### config.mk
export PLATFORM = sky130hd
export DESIGN_NAME = au_rr_arb
export DESIGN_NICKNAME = d
export VERILOG_FILES = /design/src/rtl/au_rr_arb_pkg.sv /design/src/rtl/au_rr_arb_encode.sv /design/src/rtl/au_rr_arb.sv
export SDC_FILE = /design/constraint.sdc
export NUM_CORES = 1
export LEC_CHECK = 0
export ABC_AREA = 1
export BUFFER_PORTS_ARGS = -buffer_cell sky130_fd_sc_hd__buf_2
export CAP_MARGIN = 20
export CORE_UTILIZATION = 30
export CTS_BUF_LIST = sky130_fd_sc_hd__clkbuf_8
export DETAILED_ROUTE_END_ITERATION = 7
export GPL_TIMING_DRIVEN = 0
export SLEW_MARGIN = 20
export SYNTH_ARGS = -nofsm -noshare
export SYNTH_HDL_FRONTEND = slang
export SYNTH_HIERARCHICAL = 1
export SYNTH_SLANG_ARGS = --single-unit
### constraint.sdc
create_clock -name clk -period 3.3 [get_ports clk]
set_input_delay 0.165 -clock clk [delete_from_list [all_inputs] [get_ports clk]]
set_output_delay 0.165 -clock clk [all_outputs]
set_load 0.005 [all_outputs]
### src/rtl/au_rr_arb_pkg.sv
// au_rr_arb_pkg: shared sizing helpers for the AU round-robin arbiter.
//   clogb2(n) - ceil(log2(n)), 0 for n <= 1
//   idx_w(n)  - encoded index width, at least 1 bit
package au_rr_arb_pkg;

    function automatic int clogb2(input int n);
        int r;
        r = 0;
        while ((1 << r) < n) r++;
        return r;
    endfunction

    function automatic int idx_w(input int n);
        return (clogb2(n) > 1) ? clogb2(n) : 1;
    endfunction

endpackage

### src/rtl/au_rr_arb_encode.sv
// au_rr_arb_encode: one-hot to binary index encoder.
//   i_onehot - one-hot (or all-zero) vector, WIDTH bits
//   o_idx    - binary index of the set bit, 0 when no bit is set
module au_rr_arb_encode
    import au_rr_arb_pkg::*;
#(
    parameter int WIDTH = 8,
    localparam int IW = idx_w(WIDTH)
) (
    input  logic [WIDTH-1:0] i_onehot,
    output logic [IW-1:0]    o_idx
);

    always_comb begin
        o_idx = '0;
        for (int i = 0; i < WIDTH; i++) o_idx = o_idx | (i_onehot[i] ? IW'(i) : '0);
    end

endmodule

### src/rtl/au_rr_arb.sv
// au_rr_arb: round-robin arbiter with a registered, sticky one-hot grant and valid/ready handshake.
//   clk     - rising-edge clock
//   rst     - asynchronous active-high reset
//   req     - request vector, any number of bits set
//   vld     - grant valid
//   rdy     - downstream accepts the current grant
//   gnt     - registered one-hot grant, zero when vld is low
//   gnt_idx - binary index of the granted bit, zero when vld is low
module au_rr_arb
    import au_rr_arb_pkg::*;
#(
    parameter int WIDTH = 8,
    localparam int IW = idx_w(WIDTH)
) (
    input  logic             clk,
    input  logic             rst,
    input  logic [WIDTH-1:0] req,
    output logic             vld,
    input  logic             rdy,
    output logic [WIDTH-1:0] gnt,
    output logic [IW-1:0]    gnt_idx
);

    typedef enum logic {S_IDLE = 1'b0, S_HOLD = 1'b1} state_t;

    state_t           r_state;
    logic [IW-1:0]    r_ptr;
    logic [IW-1:0]    r_idx;
    logic [WIDTH-1:0] r_gnt;
    logic             r_vld;

    logic [IW-1:0]    w_idx_inc;
    logic [IW-1:0]    w_base;
    logic [WIDTH-1:0] w_mask;
    logic [WIDTH-1:0] w_masked;
    logic [WIDTH-1:0] w_sel;
    logic [WIDTH-1:0] w_win;
    logic [IW-1:0]    w_win_idx;
    logic             w_any;
    logic             w_adv;

    // Pointer after a handshake on the current grant, wrapping for any WIDTH.
    assign w_idx_inc = (r_idx == IW'(WIDTH - 1)) ? '0 : r_idx + IW'(1);
    // A handshake moves the pointer this same edge, so the next winner must see it already.
    assign w_base    = (r_state == S_HOLD) ? w_idx_inc : r_ptr;
    assign w_mask    = ~((WIDTH'(1) << w_base) - WIDTH'(1));
    assign w_masked  = req & w_mask;
    assign w_any     = |req;
    assign w_sel     = (|w_masked) ? w_masked : req;
    // Isolate the lowest set bit.
    assign w_win     = w_sel & (~w_sel + WIDTH'(1));
    assign w_adv     = (r_state == S_IDLE) || rdy;

    au_rr_arb_encode #(.WIDTH(WIDTH)) u_enc (
        .i_onehot(w_win),
        .o_idx   (w_win_idx)
    );

    always_ff @(posedge clk or posedge rst) begin
        if (rst) begin
            r_state <= S_IDLE;
            r_ptr   <= '0;
            r_idx   <= '0;
            r_gnt   <= '0;
            r_vld   <= 1'b0;
        end else if (w_adv) begin
            if (r_state == S_HOLD) r_ptr <= w_idx_inc;
            r_state <= w_any ? S_HOLD : S_IDLE;
            r_vld   <= w_any;
            r_gnt   <= w_win;
            r_idx   <= w_win_idx;
        end
    end

    assign vld     = r_vld;
    assign gnt     = r_gnt;
    assign gnt_idx = r_idx;

endmodule

==> results.yml <==
run_status:
  status: "finished, final reports clean"
route:
  wire_per_inst_um: 10.5
  dr.pass1.iters: 4
  drc: 0
  drt_iter0_markers: 46
  drtAntennaViolNets: 0
  via_per_inst: 4.46
  drt-total-wl_mm: 2.63
  num_vias: 1116
cells_and_area:
  final_common_cell: "nand2_1"
  fillerInstances: 412
  final_cell_mix: "56 x nand2_1, 22 x buf_2, 21 x inv_1"
  area_growth_pct: 23.0
  layout-drive-gt1-share_pct: 33.2
  fin_area_um2: 1440
  num_antenna_cells: 0
  final_nets: 217
place:
  place_area_um2: 1340
  dp_hpwl_mm: 2.08
  gp_congestion: 0.888
  io_buffers: 22
clock_network:
  clkLatencyLatePin_ps: 240
  cts-htree-levels: 1
  clock_path_buffers: 2
  cts_buffers: 3
  cts-root-buf: "clkbuf_8"
  clk_pin_slew_ps: 60
  cts_sinks: 15
  cts_tree: "done"
floorplan:
  fp.dieArea_um2: 4160
  die_x_um: 64.5
  die_y_um: 64.5
  row_count: 22
  design.core.area_um2: 3720
  initial_core_util_pct: 31.5
  ioPinCount: 23
power_and_ir_drop:
  intPower_w: 0.000753
  p_leak_nw: 0.802
  seqPwrFrac_pct: 19.2
  net-switching-power_w: 0.000821
  p_total_w: 0.00157
  power_density_nw_per_um2: 1090
  p_comb_share_pct: 71.5
  ir_drop_mv: 0.539
  power_switching_share_pct: 52.2
  clkPwrFrac_pct: 9.3
timing:
  slew_viol_final: 0
  tns_ps: 0
  skew_ps: 2.60
  tightest_slew_ps: 549
  hold_violations: 0
  setup_viol: 0
  hold_ws_ps: 164
  post-route-period-util_pct: 91.8
  grt_setup_unrepaired: "no"
  max_freq_mhz: 330
  maxSlewHeadroom_pct: 63.3
  layout_min_cycle_time_ps: 3030
global_route:
  antenna_found_initial: 0
  grt_pass1_wl_mm: 4.64
  overflow: 0
  grt_max_degree: 16
  grt_pass1_vias: 1034
  grt_usage_pct: 14.0
worst_setup_path:
  critPathKind: "reg -> reg"
  required_ps: 3440
  crit_path_start_kind: "flop"
  critPathCaptureType: "flop"
  cp.arrival_ps: 3170
  worstPathMaxFanout: 5
logic_synthesis:
  ys_warn_count: 6
  synthesis.nets: 187
  syn_inst: 173
  synth_area_um2: 1170
  avgSynthCellArea_um2: 6.77
flow_run:
  cap_violations: 0
worst_hold_path:
  min-delay-path-class: "in -> reg"
## critical path, cell delays in order, from the launching register on
cell and delay (ps):
dfrtp_1 420, ha_1 210, ha_1 290, nand2_1 90
nand2_2 100, nor2_4 110, nand2_2 70, ha_4 240
a21oi_1 120, nand2_1 60, inv_1 60, nand2_1 60
nor2_2 120, nand2_2 110, o21bai_1 140, nand2_1 110
nand2_2 110, nor2_4 60, nand2_4 70, nor3_2 50
nor2_2 130, nand2_1 70, nand2_1 70, nand2_1 50
## per-layer routing
layer / vias up / GRT usage (%) / routed length, µm / share of wire, %
met2: 31 / 21.3 / 1130 / 43
met1: 483 / 20.8 / 1340 / 51
met3: 0 / 1.41 / 157 / 6.0
met4: 0 / 3.61 / 0 / 0
met5: - / 0 / 0 / 0
li1: 602 / - / - / -
## power by group through the flow
stage	Sequential, W	Combinational [W]	Clock (W)
floorplan	0.000304	0.000823	0
global placement	0.000307	0.00103	0
detailed placement	0.000307	0.00104	0
CTS	0.000304	0.00105	0.000148
global route	0.000313	0.00129	0.000159
finish	0.000302	0.00113	0.000146
## flip-flops by register name, indices dropped and copies added (netlist names)
name	flops
gnt	8
gnt_idx	3
r_ptr	3
r_state	1
## timing repair
item	4_1_cts	5_1_grt
endpoints found under the setup margin	0	3
hold endpoints to repair	15	0
setup buffers	0	2
hold buffers	1	0
resized for setup	0	5
## through the flow
step	worst slack, ps	instances	util (%)
after floorplan	445	173	-
after global placement	170	243	36.1
after detailed placement	152	243	36.1
after CTS	132	248	37.6
after global routing	28.2	250	38.8
final	270	250	38.8
## area by class of cell
type                       instances  area (µm²)  share of cell area [%]
timing repair buffer              25         135                    9.38
inverter                          23        86.3                    5.99
clock buffer                       3        41.3                    2.87
buffer                             2        7.51                   0.521
tap                               48        60.1                    4.17
clock inverter                     1        5.00                   0.348
sequential                        15         375                    26.1
multi-input combinational        133         729                    50.7
## final timing paths
check,from,to,cells past startpoint,slack (ps)
max in group asynchronous,rst,gnt[7],3,2430
worst min register to register,gnt[7],gnt[7],2,470
worst min-delay path,req[7],r_state,3,160
min in group asynchronous,rst,gnt[1],3,510
worst max-delay path,gnt_idx[0],gnt_idx[1],23,270
worst max register to register,gnt_idx[0],gnt_idx[1],23,270
Power figures use the tool's default switching activity.
